File: src/rtl/datapath.sv
// Datapath: 16x16 register file, 256x16 synchronous-read data memory,
// eight-function ALU and registered {C, N, Z} status flags.
module datapath (
  input  logic        Clk,
  input  logic        Reset,
  input  logic [7:0]  D_Addr,
  input  logic        D_Wr,
  input  logic        RF_s,
  input  logic        RF_W_en,
  input  logic [3:0]  RF_W_Addr,
  input  logic [3:0]  RF_Ra_Addr,
  input  logic [3:0]  RF_Rb_Addr,
  input  logic [2:0]  ALU_s0,
  output logic [15:0] Ra_Data,
  output logic [15:0] Rb_Data,
  output logic [15:0] ALU_Out,
  output logic [15:0] W_Data,
  output logic [2:0]  Flags
);

  typedef enum logic [2:0] {
    OP_ADD  = 3'b000,
    OP_SUB  = 3'b001,
    OP_PASS = 3'b010,
    OP_OR   = 3'b011,
    OP_AND  = 3'b100,
    OP_XOR  = 3'b101,
    OP_INC  = 3'b110,
    OP_ZERO = 3'b111
  } alu_op_e;

  logic [15:0] rf  [16];
  logic [15:0] mem [256];
  logic [15:0] rd_data;
  logic [16:0] alu_sum;
  logic        alu_c;

  // Combinational read ports; writes land at the edge, so same-cycle reads see the old value.
  assign Ra_Data = rf[RF_Ra_Addr];
  assign Rb_Data = rf[RF_Rb_Addr];

  always_comb begin
    alu_sum = '0;
    alu_c   = 1'b0;
    case (alu_op_e'(ALU_s0))
      OP_ADD: begin
        alu_sum = {1'b0, Ra_Data} + {1'b0, Rb_Data};
        alu_c   = alu_sum[16];
      end
      OP_SUB: begin
        // Bit 16 of the zero-extended difference is set exactly when A < B unsigned.
        alu_sum = {1'b0, Ra_Data} - {1'b0, Rb_Data};
        alu_c   = alu_sum[16];
      end
      OP_PASS: alu_sum = {1'b0, Ra_Data};
      OP_OR:   alu_sum = {1'b0, Ra_Data | Rb_Data};
      OP_AND:  alu_sum = {1'b0, Ra_Data & Rb_Data};
      OP_XOR:  alu_sum = {1'b0, Ra_Data ^ Rb_Data};
      OP_INC: begin
        alu_sum = {1'b0, Ra_Data} + 17'd1;
        alu_c   = alu_sum[16];
      end
      OP_ZERO: alu_sum = '0;
      default: alu_sum = '0;
    endcase
  end

  assign ALU_Out = alu_sum[15:0];
  assign W_Data  = RF_s ? rd_data : ALU_Out;

  always_ff @(posedge Clk) begin
    if (Reset) begin
      for (int unsigned i = 0; i < 16; i++) rf[i] <= '0;
    end else if (RF_W_en) begin
      rf[RF_W_Addr] <= W_Data;
    end
  end

  // Memory contents survive reset; only the read-data register is cleared.
  always_ff @(posedge Clk) begin
    if (!Reset && D_Wr) mem[D_Addr] <= Ra_Data;
  end

  always_ff @(posedge Clk) begin
    if (Reset) rd_data <= '0;
    else       rd_data <= mem[D_Addr];
  end

  always_ff @(posedge Clk) begin
    if (Reset)                    Flags <= '0;
    else if (RF_W_en && !RF_s)    Flags <= {alu_c, ALU_Out[15], ALU_Out == 16'h0000};
  end

endmodule

File: config.mk
export PLATFORM = sky130hd
export DESIGN_NAME = datapath
export DESIGN_NICKNAME = d
export VERILOG_FILES = /design/src/rtl/datapath.sv
export SDC_FILE = /design/constraint.sdc
export NUM_CORES = 2
export LEC_CHECK = 0
export CAP_MARGIN = 5
export CORE_MARGIN = 10
export CORE_UTILIZATION = 45
export DETAILED_ROUTE_END_ITERATION = 6
export GPL_ROUTABILITY_DRIVEN = 0
export HOLD_SLACK_MARGIN = 0.08
export SYNTH_ARGS = -nofsm -noshare
export SYNTH_HDL_FRONTEND = slang
export SYNTH_MEMORY_MAX_BITS = 65536
export SYNTH_SLANG_ARGS = --single-unit
File: constraint.sdc
create_clock -name Clk -period 22.7 [get_ports Clk]
set_input_delay 4.54 -clock Clk [delete_from_list [all_inputs] [get_ports Clk]]
set_output_delay 4.54 -clock Clk [all_outputs]
set_load 0.02 [all_outputs]
# Word level (Yosys, flattened, before mapping)
# Memories as Yosys holds them, arrays and structs flattened. A register that Yosys moved wholly into a read port is not among the register bits.
# Index checks and enable logic that the tools add are counted.
# op_classes
n_addsub	3
n_eq_ne	7
muxes	13
bitwise	3
reduce_logical	7
# ops
op	count
16-bit case mux with 8 select lines	1
16-bit 2-to-1 mux	2
16-bit by 1-bit adder with 17-bit output, second input constant	1
16-bit by 16-bit adder with 17-bit output	1
16-bit by 16-bit subtractor with 17-bit output	1
16-bit bitwise AND	1
16-bit logical NOT	1
16-bit OR	1
16-bit OR reduction	1
16-bit bitwise XOR	1
3-bit == test, second input constant	4
1-bit 2-to-1 mux	8
3-bit by 2-bit == test with 1-bit output, second input constant	2
4-bit 2-to-1 mux	1
3-bit by 1-bit == test with 1-bit output, second input constant	1
3-bit logical NOT	1
1-bit case mux with 3 select lines	1
1-bit logical AND	2
1-bit logical NOT	2
# word_totals
reg_bits	3
ramBits	4352
in_bits	28
output_inout_bits	67
wordCells	36
n_memories	2
# memory_table
memory	words	word_bits	read_ports	rd_clocked_by_memory_dff	wr	line	text
mem	256	16	1	1	1	33	logic [15:0] mem [256];
rf	16	16	2	0	16	32	logic [15:0] rf [16];

# Longest topological paths before layout
# logic_depth
depth_word	5
mapped_depth	20
depth_no_buf	16

# Least setup slack after synthesis
# No wires, ideal clock.
# synth_path
path_type	in2out
from	in RF_Ra_Addr[0]
to	out W_Data[12]
arrival_time_ns	16.451
t_required_ns	18.160
setup_slack_ns	1.709
path_stages	17
path_buffers	3
cell_sequence	buf_6 -> buf_6 -> mux4_1 -> o22ai_1 -> a21oi_1 -> inv_1 -> ha_1 -> nor2_1 -> a2111oi_0 -> a221oi_1 -> a221oi_1 -> mux2i_1 -> xnor2_1 -> o211ai_1 -> mux2i_4 -> buf_4 -> inv_1
# synth_via
elab_chain_cells	4
word_cells_on_any_way	9
cone_classes	add/sub: 3; mux: 2; bitwise: 3; memory: 1
# synth_lines
item	line	text
start: declaration	11	input logic [3:0] RF_Ra_Addr,
memory read 16 x 16 bit (*)	--	
net Ra_Data[7]	14	output logic [15:0] Ra_Data,
16-bit by 1-bit adder with 17-bit output, or another cell as far along	60	alu_sum = {1'b0, Ra_Data} + 17'd1;
16-bit case mux with 8 select lines (*)	45	case (alu_op_e'(ALU_s0))
net ALU_Out[12]	16	output logic [15:0] ALU_Out,
16-bit 2-to-1 mux (*)	69	assign W_Data = RF_s ? rd_data : ALU_Out;
end: declaration	17	output logic [15:0] W_Data,
# Mark *: on every way through the listed nets, which the timed path passes. The rest lies on a longest branch.

# Worst setup path in the final report
# layout_path
from	in RF_Ra_Addr[0]
to	out W_Data[15]
# layout_via
elab_chain_cells	4
word_cells_on_any_way	9
cone_classes	add/sub: 3; mux: 2; bitwise: 3; memory: 1
# layout_lines
item	line
memory read 16 x 16 bit (*)	--
16-bit by 1-bit adder with 17-bit output, or another cell as far along	60
16-bit case mux with 8 select lines (*)	45
16-bit 2-to-1 mux (*)	69
# Mark *: on every way between the ends. The rest lies on a longest branch, timed or not.

==> out/results.tsv <==
stage	metric	value	unit
worst_setup_path	worstSetupPathType	in -> out	
global_routing	antenna_found_initial	30	
drt	routed-wl-met3	46.2	mm
yosys	synth.distinct_cells	94	
worst_setup_path	startpoint	RF_Ra_Addr[0]	
power_and_ir_drop	ir_drop	0.0648	mV
yosys	synth_area	0.173	mm^2
yosys	synth_warnings	0	
sta	drv_slew	0	
sta	tns	0	ns
power_and_ir_drop	leakage	61.3	nW
cells_and_area	final_nets	8175	
worst_setup_path	rrSetupSlack	17.00	ns
hold_path	whs_endpoint	Flags[1]	
worst_setup_path	r2r_start	rf[4][6]	
drt	dr.pass1.iters	7	
global_routing	grt_start_max_net_pins	142	
worst_setup_path	reg2reg_to	rf[9][15]	
sta	setup_violations	0	
yosys	syn_inst	7599	
yosys	yosys_register_bits	4371	
worst_setup_path	r2r.worst_path.cells	16	
hold_path	min_path_type	reg -> reg	
drt	met1Wirelength	190	mm
die	die_x	640	um
clocking	cts_tree	yes	
status	outcome	finished with violations	
sta	fin_ws	6.82	ns
die	rows	227	
sta	relSlewSlack	0.0590	
sta	max_freq	63.0	MHz
yosys	synth_seq_area_share	0.757	
sta	min_period	15.88	ns
sta	final_hold_viol_count	0	
clocking	ctsResizeCount	0	
die	die-area	0.410	mm^2
cells_and_area	drive_above_1_share	0.331	
drt	dr_wl_met2	224	mm
global_routing	globalRouteOverflowTotal	0	
drt	drcViolationCount	1	
place	portBuffers	94	
worst_setup_path	cp-start-kind	input port	
clocking	cts_setup_buffers	0	
sta	rsz0062_at_grt	false	
yosys	synth_edf_count	4352	
clocking	cts_sinks	4371	
cells_and_area	layout_common_cells	edfxtp_1 (4352), mux4_2 (1450), clkbuf_16 (443)	
sta	period_share	0.700	
drt	drt_iter0_markers	11300	
hold_path	hold_start	Flags[1]	
flow_run	max_cap_violations	0	
clocking	clkTransAtPathRegs	0.07	ns
clocking	hold_buffers	0	
drt	detail-route-antenna-nets	0	
worst_setup_path	arrival	11.34	ns
clocking	cts_root_buffer	clkbuf_16	
drt	postRouteWirelength	474	mm
clocking	worstSkewPairLatency	0.99	ns
cells_and_area	layout_commonest_cell	edfxtp_1	
global_routing	grt_pass1_wl	668	mm
drt	via_per_inst	6.26	
die	core	0.383	mm^2
clocking	htree_num_levels	5	
hold_path	holdPathStages	2	
place	dp_hpwl	277	mm
sta	worst_pin_slew	1.41	ns
sta	fin_skew	0.0864	ns
die	ios	95	
die	fp.dieH	640	um
yosys	syn_area_per_cell	22.8	um^2
global_routing	groute.usage.overall	0.228	
cells_and_area	area_growth	13.3	%
status	violations	DRC	
drt	dr.max_layer_used	met5	
place	dp_slack	6.94	ns
clocking	cts_buffer_depth	4	
clocking	cts_buffers	440	
yosys	syn-num-nets	7678	
yosys	yosys_most_used_dff	edfxtp_1	
worst_setup_path	worst-path-max-fanout	86	
power_and_ir_drop	powerDensity	88.7	mW/mm^2
drt	wl_per_cell	35.1	um
drt	vias	84500	
worst_setup_path	critPathRequiredTime	18.16	ns
die	initial_core_util	0.452	
global_routing	grt_pass1_vias	85100	
worst_setup_path	endpoint_kind	output port	
yosys	async_flop_share	0	
where the power goes:
part	internal (mW)	switching, mW
sequential	9.08	0.0172
combinational	0.420	0.883
clock	3.98	3.05
state kept, by name, summed over array words and instances (netlist names):
signal and cells:
rd_data 16, rf 256, Flags 3, mem 4096
routing by layer:
layer / track usage / vias up
met2: 0.355 / 4330
met3: 0.0530 / 706
li1: - / 33300
met5: 0 / -
met4: 0.0610 / 12
met1: 0.328 / 46200
per-stage QoR:
| stage | hold WS [ns] | power [mW] | utilization | instance area [um^2] | instances |
|---|---|---|---|---|---|
| floorplan | 0.569 | 10.1 | - | 173000 | 7599 |
| global placement | 0.493 | 10.5 | 0.477 | 182000 | 12700 |
| detailed placement | 0.493 | 10.6 | 0.477 | 182000 | 12700 |
| CTS | 0.501 | 17.5 | 0.513 | 196000 | 13500 |
| global route | 0.559 | 17.9 | 0.513 | 196000 | 13500 |
| finish | 0.500 | 17.4 | 0.513 | 196000 | 13500 |
critical path: stages:
cell             delay [ns]
buf_4                  0.39
buf_4                  0.67
mux4_2                 0.36
a22oi_1                0.11
nand2_4                0.41
buf_4                  0.89
inv_1                  0.11
ha_1                   0.43
nor3_1                 0.33
o21ai_0                0.17
nand2_1                0.13
o41ai_1                0.11
o21bai_1               0.21
a21oi_1                0.18
o311ai_0               0.45
o31ai_2                0.19
o41ai_4                0.81
inv_1                  0.10
clkdlybuf4s50_1        0.57
synth_stat cells (all sizes together), types with 4 or more instances:
| cell type | n | area share |
|---|---|---|
| edfxtp | 4352 | 0.75 |
| xnor2 | 14 | 0.00071 |
| a21oi | 49 | 0.0015 |
| a31o | 4 | 0.00020 |
| inv | 75 | 0.0016 |
| a2111oi | 7 | 0.00039 |
| a21o | 5 | 0.00022 |
| o31a | 4 | 0.00020 |
| buf | 216 | 0.0067 |
| o21bai | 4 | 0.00017 |
| nand2 | 109 | 0.0024 |
| o211ai | 12 | 0.00055 |
| a31oi | 12 | 0.00047 |
| a22oi | 30 | 0.0013 |
| clkbuf | 240 | 0.0052 |
| nor4 | 11 | 0.00048 |
| mux2 | 10 | 0.00065 |
| and2 | 14 | 0.00051 |
| a221oi | 8 | 0.00040 |
| nand4 | 14 | 0.00058 |
| nor3 | 19 | 0.00055 |
| a311oi | 4 | 0.00020 |
| mux4 | 1462 | 0.19 |
| o22ai | 5 | 0.00018 |
| a211o | 4 | 0.00020 |
| dfxtp | 19 | 0.0022 |
| xor2 | 4 | 0.00020 |
| nand2b | 25 | 0.00090 |
| nand3 | 63 | 0.0018 |
| nor2 | 576 | 0.013 |
| nor2b | 45 | 0.0016 |
| mux2i | 32 | 0.0021 |
| a22o | 5 | 0.00025 |
| a211oi | 6 | 0.00026 |
| nor3b | 7 | 0.00030 |
| o21ai | 30 | 0.00087 |
| ha | 49 | 0.0035 |
worst max-delay path by stage:
stage	end	slack, ns
after floorplan	W_Data[12]	1.71
after global placement	W_Data[7]	7.11
after detailed placement	W_Data[7]	6.94
after CTS	W_Data[7]	6.95
after global routing	W_Data[15]	6.32
final	W_Data[15]	6.82
kinds of logic (layout without fill, tap and decap cells):
family,Yosys count,in the layout,synth area share
other,0,5,0
and+or+nand+nor,898,898,0.0226
adders and majority gates,51,51,0.00377
AOI/OAI and AO/OA,225,225,0.00950
DFF,4371,4371,0.757
muxes,1504,1504,0.193
buffers and inverters,532,1391,0.0135
xor gates and xnor gates,18,18,0.000910
layout make-up:
class                           count  area (um^2)
Timing Repair Buffer              511         4160
Clock inverter                    259         2370
Inverter                           76          293
Sequential cell                  4371       131000
Fill cell                       29700       187000
Multi-Input combinational cell   2696        40600
Clock buffer                      545        11500
Antenna cell                        5         12.5
Tap cell                         5038         6300
No activity file was read; power rests on OpenSTA's default activity.
